File: src/rtl/interrupt_request_controller.sv
`default_nettype none
// ============================================================================
// Module      : interrupt_request_controller
// Description : Synchronises external interrupt requests, latches edges or
//               tracks levels, applies the enable mask and presents INT0
//               (non-maskable) and INT1 (maskable, lowest index first) to the
//               interrupt state machine. Reports the source taken on each
//               accepted maskable acknowledge.
// Revision    : 1.0 - initial release
// ============================================================================
module interrupt_request_controller #(
    parameter int               NSRC        = 4,
    parameter int               SYNC_STAGES = 2,
    parameter logic [NSRC-1:0]  EDGE_MODE   = {NSRC{1'b1}}
) (
    input  logic                      CLK,
    input  logic                      RESET,
    input  logic                      COMMIT,
    input  logic                      NMI_IN,
    input  logic [NSRC-1:0]           IRQ_IN,
    input  logic                      ACK0,
    input  logic                      ACK1,
    input  logic                      MASK_WR,
    input  logic [NSRC-1:0]           MASK_DATA,
    input  logic [NSRC-1:0]           PEND_CLR,
    output logic                      INT0,
    output logic                      INT1,
    output logic [NSRC-1:0]           PENDING,
    output logic [NSRC-1:0]           MASK,
    output logic [$clog2(NSRC)-1:0]   CAUSE,
    output logic                      CAUSE_VALID
);

    localparam int CW = $clog2(NSRC);

    // Synchroniser chains and the delayed copy used for edge detection
    logic [NSRC-1:0]        irq_sync [SYNC_STAGES];
    logic [SYNC_STAGES-1:0] nmi_sync;
    logic [NSRC-1:0]        irq_prev;
    logic                   nmi_prev;

    logic [NSRC-1:0]        irq_q;
    logic                   nmi_q;
    logic [NSRC-1:0]        irq_rise;
    logic                   nmi_rise;

    // Pending state: edge-mode bits are latched, level-mode bits follow the line
    logic [NSRC-1:0]        edge_pend;
    logic                   nmi_pend;

    // Acknowledge selection
    logic [NSRC-1:0]        pend_masked;
    logic [CW-1:0]          sel;
    logic                   ack1_take;
    logic                   ack0_take;
    logic [NSRC-1:0]        ack_clr;

    assign irq_q    = irq_sync[SYNC_STAGES-1];
    assign nmi_q    = nmi_sync[SYNC_STAGES-1];
    assign irq_rise = irq_q & ~irq_prev;
    assign nmi_rise = nmi_q & ~nmi_prev;

    assign PENDING     = (edge_pend & EDGE_MODE) | (irq_q & ~EDGE_MODE);
    assign pend_masked = PENDING & MASK;
    assign INT0        = nmi_pend;
    assign INT1        = |pend_masked;

    assign ack1_take = COMMIT & ACK1 & (|pend_masked);
    assign ack0_take = COMMIT & ACK0;
    assign ack_clr   = ack1_take ? ({{(NSRC-1){1'b0}}, 1'b1} << sel) : '0;

    // Priority encoder: lowest enabled pending index wins
    always_comb begin
        sel = '0;
        for (int i = NSRC - 1; i >= 0; i--) begin
            if (pend_masked[i]) begin
                sel = CW'(i);
            end
        end
    end

    // Input synchronisers and edge-detect history, free-running every cycle
    always_ff @(posedge CLK or posedge RESET) begin
        if (RESET) begin
            for (int k = 0; k < SYNC_STAGES; k++) begin
                irq_sync[k] <= '0;
            end
            nmi_sync <= '0;
            irq_prev <= '0;
            nmi_prev <= 1'b0;
        end else begin
            irq_sync[0] <= IRQ_IN;
            for (int k = 1; k < SYNC_STAGES; k++) begin
                irq_sync[k] <= irq_sync[k-1];
            end
            nmi_sync <= {nmi_sync[SYNC_STAGES-2:0], NMI_IN};
            irq_prev <= irq_q;
            nmi_prev <= nmi_q;
        end
    end

    // Edge pending bits: a new rise always beats a software or ack clear
    always_ff @(posedge CLK or posedge RESET) begin
        if (RESET) begin
            edge_pend <= '0;
        end else begin
            edge_pend <= ((edge_pend & ~(PEND_CLR | ack_clr)) | irq_rise) & EDGE_MODE;
        end
    end

    // Non-maskable pending flag: rise beats a committed ACK0
    always_ff @(posedge CLK or posedge RESET) begin
        if (RESET) begin
            nmi_pend <= 1'b0;
        end else if (nmi_rise) begin
            nmi_pend <= 1'b1;
        end else if (ack0_take) begin
            nmi_pend <= 1'b0;
        end
    end

    // Enable mask register, written regardless of COMMIT
    always_ff @(posedge CLK or posedge RESET) begin
        if (RESET) begin
            MASK <= '0;
        end else if (MASK_WR) begin
            MASK <= MASK_DATA;
        end
    end

    // Capture the serviced source on an accepted maskable acknowledge
    always_ff @(posedge CLK or posedge RESET) begin
        if (RESET) begin
            CAUSE       <= '0;
            CAUSE_VALID <= 1'b0;
        end else if (ack1_take) begin
            CAUSE       <= sel;
            CAUSE_VALID <= 1'b1;
        end
    end

endmodule
`default_nettype wire

File: config.mk
export PLATFORM = sky130hd
export DESIGN_NAME = interrupt_request_controller
export DESIGN_NICKNAME = d
export VERILOG_FILES = /design/src/rtl/interrupt_request_controller.sv
export SDC_FILE = /design/constraint.sdc
export NUM_CORES = 1
export LEC_CHECK = 0
export ABC_AREA = 0
export CAP_MARGIN = 20
export CORE_UTILIZATION = 43
export DETAILED_ROUTE_END_ITERATION = 8
export HOLD_SLACK_MARGIN = 0.02
export PLACE_DENSITY = 0.76
export SLEW_MARGIN = 0
export SYNTH_ARGS = -nofsm -noshare
export SYNTH_HDL_FRONTEND = slang
export SYNTH_SLANG_ARGS = --single-unit
File: constraint.sdc
create_clock -name CLK -period 1.5 [get_ports CLK]
set_clock_uncertainty 0.05 [all_clocks]
set_input_delay 0.3 -clock CLK [delete_from_list [all_inputs] [get_ports CLK]]
set_output_delay 0.3 -clock CLK [all_outputs]
set_load 0.01 [all_outputs]
Word level (Yosys, flattened, before mapping)
Index checks and enable logic that the tools add are counted.

operators by class
  shifts and indexed selects = 1
  mux-type cells = 7
  bitwise gates (word level) = 12
  reductions and logical operators = 2

operator list
  cell                                                                number
  4-bit AND                                                           3
  2-bit two-way mux                                                   4
  4-bit NOT                                                           2
  4-bit OR                                                            2
  1-bit AND                                                           4
  4-bit two-way mux                                                   1
  4-bit OR reduction                                                  1
  1-bit by 2-bit << shifter with 4-bit output (first input constant)  1
  1-bit two-way mux                                                   2
  2-bit nonzero test                                                  1
  1-bit NOT                                                           1

word-level totals
  bits in registers = 27
  bits of input ports = 19
  output and inout bits = 13
  logic and storage cells = 32

Longest topological paths before layout
Gate-level depths: netlist of the first run.

  depth after elaboration = 11
  depth in mapped cells = 4
  depth with buffers taken out = 3

Worst setup path after synthesis of the first run
Ideal clock, no wire load.

  path type = register to register
  start = register edge_pend[1] (netlist: PENDING[1])
  end = register CAUSE_VALID
  data arrival time = 1.062 ns
  data required time = 1.331 ns
  path slack = 0.269 ns
  cell stages (with the launch flop) = 4
  period minus slack after synthesis = 1.231 ns
  cells stage by stage = dfrtp_1 > a22oi_2 > nand3_1 > a21o_2

on the way
  word-level cells in the longest chain between the ends = 3

RTL lines
  element                 line  source
  start, declared         48    logic [NSRC-1:0] edge_pend;
  start signal, assigned  107   edge_pend <= ((edge_pend & ~(PEND_CLR | ack_clr)) | irq_rise) & EDGE_MODE;
  4-bit AND               64    assign pend_masked = PENDING & MASK;
  4-bit OR reduction      -
  via INT1                27    output logic INT1,
  1-bit AND               68    assign ack1_take = COMMIT & ACK1 & (|pend_masked);
  end signal, assigned    135   CAUSE_VALID <= 1'b0;
  end signal, assigned    138   CAUSE_VALID <= 1'b1;
  end, declared           31    output logic CAUSE_VALID

The timed path passes the listed nets, and every way through them passes these cells.
A chain may end at the register's enable or synchronous reset.

Worst setup path after layout of the first run
  start = register edge_pend[1] (netlist: PENDING[1])
  end = output INT1

on the way
  word-level cells in the longest chain between the ends = 2

RTL lines
  element             line  source
  4-bit AND           64
  4-bit OR reduction  66    assign INT1 = |pend_masked;
  end, declared       27

Every way passes these cells.

==> results of run 1 <==
final cells by class:
class,count,area [µm²],area share
Clock buffer,3,22.5,0.0157
Clock inverter,1,8.76,0.00612
Inverter,8,30.0,0.0210
Multi-Input combinational cell,34,240,0.168
Sequential cell,27,676,0.472
Tap cell,27,33.8,0.0236
Timing Repair Buffer,50,419,0.293
sequential cells by signal, indices dropped and copies added, names as in the netlist:
register     count
CAUSE            2
CAUSE_VALID      1
INT0             1
MASK             4
PENDING          4
irq_prev         4
irq_q            4
irq_sync         4
nmi_prev         1
nmi_sync         2
worst max-delay path, stage by stage (launching register included):
cell     delay (ns)
dfrtp_1        0.42
a22oi_2        0.23
nand3_2        0.11
buf_6          0.13
metal layers:
layer	global-route usage	routed length, µm	vias up
li1	-	-	339
met1	0.184	773	341
met2	0.315	1020	23
met3	0.0530	98	2
met4	0.0784	21	0
met5	0	0	-
worst min-delay path by stage:
stage / slack (ns) / cells past startpoint / endpoint / startpoint
floorplan: 0.28 / 0 / irq_q[0]$_DFF_PP0_ / irq_sync[4]$_DFF_PP0_
global placement: 0.28 / 0 / irq_q[0]$_DFF_PP0_ / irq_sync[4]$_DFF_PP0_
detailed placement: 0.29 / 0 / nmi_sync[1]$_DFF_PP0_ / nmi_sync[0]$_DFF_PP0_
CTS: 0.26 / 3 / irq_sync[5]$_DFF_PP0_ / RESET
global route: 0.29 / 3 / irq_q[0]$_DFF_PP0_ / RESET
finish: 0.25 / 3 / PENDING[0]$_DFF_PP0_ / RESET
cell usage after synthesis:
cell type | n | area (µm²)
nor2_1 | 1 | 3.75
a22o_1 | 1 | 8.76
mux2_2 | 4 | 45.0
o21ai_2 | 2 | 17.5
nand3_1 | 3 | 15.0
o21ai_0 | 3 | 15.0
a211oi_1 | 1 | 7.51
a2bb2oi_1 | 1 | 8.76
nor3_1 | 1 | 5.00
a311o_1 | 2 | 20.0
dfrtp_1 | 27 | 676
and2_1 | 1 | 6.26
nand2_1 | 6 | 22.5
a21oi_1 | 2 | 10.0
a22oi_2 | 1 | 12.5
nand3b_1 | 1 | 7.51
nand2b_1 | 2 | 12.5
a21o_2 | 1 | 8.76
inv_1 | 8 | 30.0
buf_6 | 1 | 11.3
and2_4 | 1 | 8.76
power by group:
part / total [mW] / switching [mW] / internal, mW / leakage [nW]
Clock: 0.337 / 0.228 / 0.109 / 0.0183
Combinational: 0.351 / 0.144 / 0.207 / 0.350
Sequential: 0.815 / 0.0287 / 0.786 / 0.315
Total: 1.50 / 0.401 / 1.10 / 0.684
metrics by stage:
stage	cell area, µm²	util	cells
6_report	1430	0.707	150
5_1_grt	1430	0.707	150
4_1_cts	1420	0.701	146
3_5_place_dp	1370	0.676	138
3_3_place_gp	1370	0.676	138
2_1_floorplan	952	-	70
placed cells by master (no fill, tap or decap), drive strengths merged:
master / Yosys / layout
dfrtp: 27 / 27
buf: 1 / 21
clkdlybuf4s50: 0 / 18
inv: 8 / 9
clkbuf: 0 / 9
nand2: 6 / 6
dlygate4sd2: 0 / 5
o21ai: 5 / 5
mux2: 4 / 4
nand3: 3 / 3
a311o: 2 / 2
nand2b: 2 / 2
a21oi: 2 / 2
and2: 2 / 2
a22oi: 1 / 1
nand3b: 1 / 1
a2bb2oi: 1 / 1
nor2: 1 / 1
a22o: 1 / 1
nor3: 1 / 1
a211oi: 1 / 1
a21o: 1 / 1
cell families after synthesis:
family | Yosys count | synth area share
DFF | 27 | 0.710
AOI/OAI and AO/OA | 14 | 0.114
muxes | 4 | 0.0473
and+or+nand+nor | 16 | 0.0854
buffers and inverters | 9 | 0.0434
what timing repair did:
action                                  CTS  global route
gates resized for setup                  23            11
cloned                                    0             0
endpoints found under the setup margin   13             8
pin swaps                                 2             3
hold buffers                              0             0
buffers inserted                          4             4
==> impl_results.md, run 1 <==
- Status: finished, violations left
- Failing checks: negative setup slack
- DRC violations left: 0
- First-pass GRT wire length: 3.08 mm
- Detailed-route vias per instance: 4.70
- Vias in the first global route: 722
- R2R Setup Slk: 0.03 ns
- Antenna Violating Nets Remaining: 0
- Syn_area_per_cell: 13.6 µm²
- Starting density of the core: 0.471
- Die Y: 49.1 µm
- PortBufs: 31
- Initial DRC count: 8
- # nets final: 143
- Max Fanout on Critical Path: 2
- Die width: 49.1 µm
- R2R Path End: PENDING[2]$_DFF_PP0_
- RSZ-0062 raised after global routing: true
- Critical Path Sink Type: output port
- Register area share after synthesis: 0.710
- Pwr Total: 1.50 mW
- CTS tree: yes
- Crit start category: flip-flop
- Htree depth: 1
- Syn Inst Count: 70
- Ant. Diodes: 0
- Register-to-Register Path Depth: 7
- Slew headroom: 0.779
- Setup Total Neg Slack: -0.0809 ns
- Final critical-path required period: 1.58 ns
- Critical path class: reg -> out
- Critical path startpoint: PENDING[1]$_DFF_PP0_
- Critical Path End: INT1
- GRT overflow: 0
- Worst Path Arrival: 1.23 ns
- Placement Rows: 16
- Setup WS post-layout: -0.0809 ns
- FMAX: 0.633 GHz
- Dpl hpwl: 1.29 mm
- CTS Sinks: 27
- Yosys reg bits: 27
- Worst slack, placed: -0.0295 ns
- Fillers: 151
- Critical Path RT: 1.15 ns
- Number of distinct library cells after synthesis: 21
- Final slew viol count: 0
- Synth warnings: 0
- Setup-failing EPs final: 1
- Root Buffer: clkbuf_4
- Routability cong.: 0.777
- DRT Pass-1 Iters: 4
- Leakage: 0.684 nW
- MaxCap Viol Count: 0
- Cell Area, Synth: 952 µm²
- Reg2reg start: PENDING[1]$_DFF_PP0_
- Worst IR Drop VDD: 0.950 mV
- Overall global routing resource usage: 0.174
- Synth Net Count: 89
- Antenna violations before repair: 0
- Final Hold Vio Count: 0
- CTS Buffer Depth: 2
- Average wire per standard cell: 12.8 µm
- Largest net degree at the start of global routing: 28
- Final wirelength: 1.91 mm
- Later-pin clock latency in the skew report: 0.34 ns
- Worst slew pin tran: 0.332 ns
- Final Cycle Share: 1.05
- Hold slack final: 0.245 ns
- Share of cells above drive strength 1: 0.333
- CTS Buf Count: 3
- Worst hold path class: in -> async
- Clock slew seen by the registers of the worst setup and hold paths: 0.15 ns
- Die ar.: 2410 µm²
- Area delta synth->final: 50.2%
- I/O pin count: 32
- Core Footprint: 2020 µm²
- Vias: 705
- Power density over the cells: 1050 nW/µm²
No activity file was read; power rests on OpenSTA's default activity.
==> run 2, diff against run 1 <==
--- a/config.mk
+++ b/config.mk
@@ -11,6 +11,7 @@
 export DETAILED_ROUTE_END_ITERATION = 8
 export HOLD_SLACK_MARGIN = 0.02
 export PLACE_DENSITY = 0.76
+export SKIP_CTS_REPAIR_TIMING = 1
 export SLEW_MARGIN = 0
 export SYNTH_ARGS = -nofsm -noshare
 export SYNTH_HDL_FRONTEND = slang
==> impl_results.md, run 2 (synthesis results as in run 1) <==
- Final wirelength: 1.93 mm (+0.84%)
- Worst slack, placed: -0.0295 ns (unchanged)
- DRT Pass-1 Iters: 4 (unchanged)
- Htree depth: 1 (unchanged)
- Critical Path Sink Type: output port
- Placed insts: 138 (unchanged)
- RSZ-0062 raised after global routing: true
- Bufs and invs on worst path: 2 (+1)
- GRT overflow: 0 (unchanged)
- Commonest non-fill, non-tap cell in the layout: dfrtp_1
- Average wire per standard cell: 12.9 µm (+0.84%)
- Status: finished, violations left
- DRC violations left: 0 (unchanged)
- Final critical-path required period: 1.65 ns (+0.0672 ns)
- Final Hold Vio Count: 0 (unchanged)
- Fillers: 133 (-12%)
- # nets final: 143 (unchanged)
- Failing checks: negative setup slack
- Vias in the first global route: 714 (-1.1%)
- Crit start category: flip-flop
- I/O pin count: 32 (unchanged)
- Final Non-Filler Cells: 150 (unchanged)
- Die Y: 49.1 µm (unchanged)
- Vias: 720 (+2.1%)
- Antenna violations before repair: 0 (unchanged)
- Worst hold path class: in -> async
- Area delta synth->final: 57.2%
- Setup-failing EPs final: 1 (unchanged)
- Pwr Total: 1.50 mW (-0.14%)
- Critical path class: reg -> out
- Starting density of the core: 0.471 (unchanged)
- Detailed-route vias per instance: 4.80 (+2.1%)
- Initial DRC count: 5 (-3)
- Ant. Diodes: 0 (unchanged)
- PortBufs: 31 (unchanged)
- Overall global routing resource usage: 0.170 (-0.00337)
- Most frequent cells in the layout: 27 x dfrtp_1, 19 x buf_4, 18 x clkdlybuf4s50_1
- Die width: 49.1 µm (unchanged)
- FMAX: 0.607 GHz (-4.1%)
- Post-layout util: 0.740 (+0.0328)
- CTS Buffer Depth: 2 (unchanged)
- Die ar.: 2410 µm² (unchanged)
- Core Footprint: 2020 µm² (unchanged)
- Power density over the cells: 1000 nW/µm² (-4.6%)
- Critical Path RT: 1.15 ns (about the same)
- CP cell instances: buf_4 > a22oi_2 > nand3_2 > dlymetal6s2s_1
- Root Buffer: clkbuf_4
- CTS Sinks: 27 (unchanged)
- First-pass GRT wire length: 3.01 mm (-2.5%)
- CTS Buf Count: 3 (unchanged)
- Final slew viol count: 0 (unchanged)
- Slew headroom: 0.783 (+0.00429)
- Clock slew seen by the registers of the worst setup and hold paths: 0.15 ns (about the same)
- Largest net degree at the start of global routing: 28 (unchanged)
- Final Cycle Share: 1.10 (+0.0448)
- MaxCap Viol Count: 0 (unchanged)
- CTS tree: yes
- Slowest stage delay, CP: 0.41 ns (about the same)
- Worst IR Drop VDD: 1.05 mV (+11%)
- Worst slew pin tran: 0.326 ns (-0.00643 ns)
- CP top delay family: flip-flops
- Routability cong.: 0.777 (unchanged)
- Placement Rows: 16 (unchanged)
- Worst Path Arrival: 1.30 ns (+0.07 ns)
- Antenna Violating Nets Remaining: 0 (unchanged)
- Leakage: 0.794 nW (+16%)
- Max Fanout on Critical Path: 2 (unchanged)
- Later-pin clock latency in the skew report: 0.32 ns (-0.02 ns)
- Share of cells above drive strength 1: 0.268 (-0.0650)
- Slowest cell on crit path: dfrtp_1
- Setup WS post-layout: -0.148 ns (-0.0672 ns)
- Dpl hpwl: 1.29 mm (unchanged)
-- run 2: cell count changes in the layout (fill, tap and decap cells not counted), sizes merged --
cell	change
dlymetal6s2s	+13
buf	-2
dlygate4sd2	-5
clkbuf	-6
-- run 2: routing by layer --
layer | vias up | part of all wire | GRT usage
met4 | 0 | 0.024 | 0.0784
met2 | 28 | 0.54 | 0.310
met1 | 345 | 0.39 | 0.177
met5 | - | 0 | 0
met3 | 6 | 0.046 | 0.0530
li1 | 341 | - | -
-- run 2: final cells by class --
class,instances,area [µm²],area share
Multi-Input combinational cell,34,240,0.161
Sequential cell,27,676,0.452
Tap cell,27,33.8,0.0226
Clock inverter,1,8.76,0.00585
Clock buffer,3,22.5,0.0151
Timing Repair Buffer,50,485,0.324
Inverter,8,30.0,0.0201
-- run 2: worst paths after layout --
path	to	startpoint	cells after the start	slack [ns]
max	INT1	MASK[0]$_DFFE_PP0P_	4	-0.15
min	irq_sync[5]$_DFF_PP0_	RESET	3	0.26
max reg2reg	CAUSE_VALID$_DFFE_PP0P_	MASK[0]$_DFFE_PP0P_	5	0.24
min reg2reg	nmi_sync[1]$_DFF_PP0_	nmi_sync[0]$_DFF_PP0_	0	0.32
max in group asynchronous	irq_q[1]$_DFF_PP0_	RESET	3	0.90
min in group CLK	nmi_sync[1]$_DFF_PP0_	nmi_sync[0]$_DFF_PP0_	0	0.32
-- run 2: power by group --
part / total (mW) / switching (mW) / internal (mW)
sequential: 0.816 / 0.0297 / 0.787
combinational: 0.360 / 0.140 / 0.219
clock: 0.326 / 0.217 / 0.109
total: 1.50 / 0.387 / 1.11
-- run 2: tightest hold or removal path, stage by stage --
cell and delay, ns:
clkdlybuf4s50_1 0.39, inv_1 0.05, buf_4 0.31
-- run 2: through the flow --
stage	TNS, ns	instance area (µm²)	hold slack, ns
finish	-0.148	1500	0.256
CTS	-2.57	1400	0.257
global route	-0.231	1500	0.311
detailed placement	-0.0295	1370	0.286
floorplan	0	952	0.281
global placement	-0.0271	1370	0.284
==> run 3, diff against run 2 <==
--- a/config.mk
+++ b/config.mk
@@ -7,10 +7,13 @@
 export LEC_CHECK = 0
 export ABC_AREA = 0
 export CAP_MARGIN = 20
-export CORE_UTILIZATION = 43
+export CELL_PAD_IN_SITES_DETAIL_PLACEMENT = 0
+export CELL_PAD_IN_SITES_GLOBAL_PLACEMENT = 2
+export CORE_ASPECT_RATIO = 1.5
+export CORE_UTILIZATION = 28
 export DETAILED_ROUTE_END_ITERATION = 8
 export HOLD_SLACK_MARGIN = 0.02
-export PLACE_DENSITY = 0.76
+export PLACE_DENSITY_LB_ADDON = 0.1
 export SKIP_CTS_REPAIR_TIMING = 1
 export SLEW_MARGIN = 0
 export SYNTH_ARGS = -nofsm -noshare
==> impl_results.md, run 3 (synthesis results as in run 1) <==
- Critical path class: reg -> out
- Crit start category: flip-flop
- PortBufs: 31 (unchanged)
- Die Y: 73.4 µm (+50%)
- Power density over the cells: 1040 nW/µm² (+3.2%)
- Switching share of power: 0.235 (-0.0228)
- Setup Total Neg Slack: 0 ns (+0.148 ns)
- Net Sw Power: 0.355 mW (-8.3%)
- CTS tree: yes
- Htree depth: 1 (unchanged)
- Max Fanout on Critical Path: 2 (unchanged)
- Core Footprint: 3190 µm² (+58%)
- Final wirelength: 1.75 mm (-9.3%)
- Fillers: 322 (+140%)
- Die width: 49.6 µm (+1.1%)
- I/O pin count: 32 (unchanged)
- Hold Path Cell Cnt: 0
- Worst slew pin tran: 0.326 ns (+0.000768 ns)
- Most frequent cells in the layout: 27 x dfrtp_1, 18 x clkdlybuf4s50_1, 12 x dlymetal6s2s_1
- Fin area: 1460 µm² (-2.5%)
- Antenna violations before repair: 0 (unchanged)
- Final slew viol count: 0 (unchanged)
- Leakage: 0.752 nW (-5.3%)
- Worst Path Arrival: 1.10 ns (-0.20 ns)
- Critical path startpoint: MASK[1]$_DFFE_PP0P_
- RSZ-0062 raised after global routing: true
- Later-pin clock latency in the skew report: 0.27 ns (-0.05 ns)
- Status: finished, final reports clean
- Detailed-route vias per instance: 4.26 (-11%)
- Starting density of the core: 0.298 (-0.172)
- Clock slew seen by the registers of the worst setup and hold paths: 0.08 ns (-0.07 ns)
- Worst IR Drop VDD: 0.874 mV (-17%)
- Reg2reg start: MASK[1]$_DFFE_PP0P_
- Worst hold path class: reg -> reg
- Placement Rows: 25 (+9)
- Critical Path Sink Type: output port
- Sequential cell fraction of total power: 0.540 (-0.003)
- R2R Path End: PENDING[2]$_DFF_PP0_
- DRC violations left: 0 (unchanged)
- FMAX: 0.690 GHz (+14%)
- GRT overflow: 0 (unchanged)
- Critical Path End: INT1
- Final Hold Vio Count: 0 (unchanged)
- Antenna Violating Nets Remaining: 0 (unchanged)
- MaxCap Viol Count: 0 (unchanged)
- Final Non-Filler Cells: 155 (+3.3%)
- Slew headroom: 0.782 (about the same)
- Average wire per standard cell: 11.3 µm (-12%)
- # nets final: 135 (-5.6%)
- R2R Setup Slk: 0.36 ns (+0.12 ns)
- First-pass GRT wire length: 2.88 mm (-4.1%)
- Largest net degree at the start of global routing: 28 (unchanged)
- Internal power: 1.16 mW (+3.7%)
- Setup-failing EPs final: 0 (-1)
- Commonest non-fill, non-tap cell in the layout: dfrtp_1
- CTS Buf Count: 3 (unchanged)
- DRT Pass-1 Iters: 3 (-1)
- Area after DPL: 1380 µm² (+1.2%)
- Final critical-path required period: 1.45 ns (-0.198 ns)
- Ant. Diodes: 0 (unchanged)
- Initial DRC count: 5 (unchanged)
- Clock Power Share: 0.260 (+0.043)
- Placed insts: 151 (+9.4%)
- CTS Sinks: 27 (unchanged)
- Area delta synth->final: 53.2%
- Overall global routing resource usage: 0.106 (-0.0648)
- Critical Path RT: 1.15 ns (about the same)
- CTS Buffer Depth: 2 (unchanged)
- Logic gate share of total power: 0.199 (-0.041)
- Vias in the first global route: 689 (-3.5%)
- Root Buffer: clkbuf_8
- Post-layout util: 0.457 (-0.283)
- Routability cong.: 0.748 (-3.8%)
- Final Cycle Share: 0.967 (-0.132)
- Register-to-Register Path Depth: 4 (-1)
- Vias: 661 (-8.2%)
- Die ar.: 3640 µm² (+51%)
- Share of cells above drive strength 1: 0.217 (-0.0509)
- Dpl hpwl: 1.38 mm (+6.7%)
run 3: cell count changes in the layout (fill, tap and decap cells not counted):
cell,previous run,this run
clkbuf_4,3,0
clkbuf_8,0,3
dlymetal6s2s_1,13,12
buf_4,19,11
inv_6,1,0
clkbuf_2,0,1
clkbuf_1,0,1
run 3: final cells by class:
| type | count | area (µm²) | area share |
|---|---|---|---|
| flip-flops and latches | 27 | 676 | 0.463 |
| repair buffers | 42 | 418 | 0.286 |
| multi-input cells | 34 | 240 | 0.165 |
| well taps | 40 | 50.0 | 0.0343 |
| clock buffers | 4 | 45.0 | 0.0309 |
| inverters | 8 | 30.0 | 0.0206 |
run 3: metrics by stage:
step                hold slack (ns)  power, mW  worst slack (ns)
floorplan                     0.281      0.952             0.269
global placement              0.286       1.15           -0.0281
detailed placement            0.286       1.15           -0.0403
CTS                           0.311       1.56            -0.346
global route                  0.314       1.60           -0.0157
finish                        0.305       1.51            0.0502
run 3: layer usage:
| layer | track usage | share of wire | wire, µm | vias to the layer above |
|---|---|---|---|---|
| li1 | - | - | - | 329 |
| met2 | 0.194 | 0.55 | 954 | 18 |
| met4 | 0.0571 | 0.019 | 34 | 0 |
| met3 | 0.0207 | 0.047 | 82 | 6 |
| met1 | 0.112 | 0.39 | 678 | 308 |
| met5 | 0 | 0 | 0 | - |
run 3: power by group through the flow:
stage                     sequential, mW  combinational (mW)  clock (mW)
after floorplan                    0.857              0.0954           0
after global placement             0.831               0.321           0
after detailed placement           0.833               0.322           0
after CTS                          0.819               0.322       0.417
after global routing               0.825               0.329       0.444
final                              0.816               0.301       0.393
run 3: worst min path at each step:
stage	start	to	slack, ns
5_1_grt	irq_sync[5]$_DFF_PP0_	irq_q[1]$_DFF_PP0_	0.31
3_5_place_dp	irq_sync[7]$_DFF_PP0_	irq_q[3]$_DFF_PP0_	0.29
4_1_cts	irq_sync[5]$_DFF_PP0_	irq_q[1]$_DFF_PP0_	0.31
6_report	irq_sync[5]$_DFF_PP0_	irq_q[1]$_DFF_PP0_	0.31
3_3_place_gp	irq_sync[5]$_DFF_PP0_	irq_q[1]$_DFF_PP0_	0.29
2_1_floorplan	irq_sync[4]$_DFF_PP0_	irq_q[0]$_DFF_PP0_	0.28
run 3: critical path: stages, from the launching register on:
cell      delay, ns
dfrtp_1        0.39
a22oi_2        0.22
nand3_2        0.09
clkbuf_2       0.14
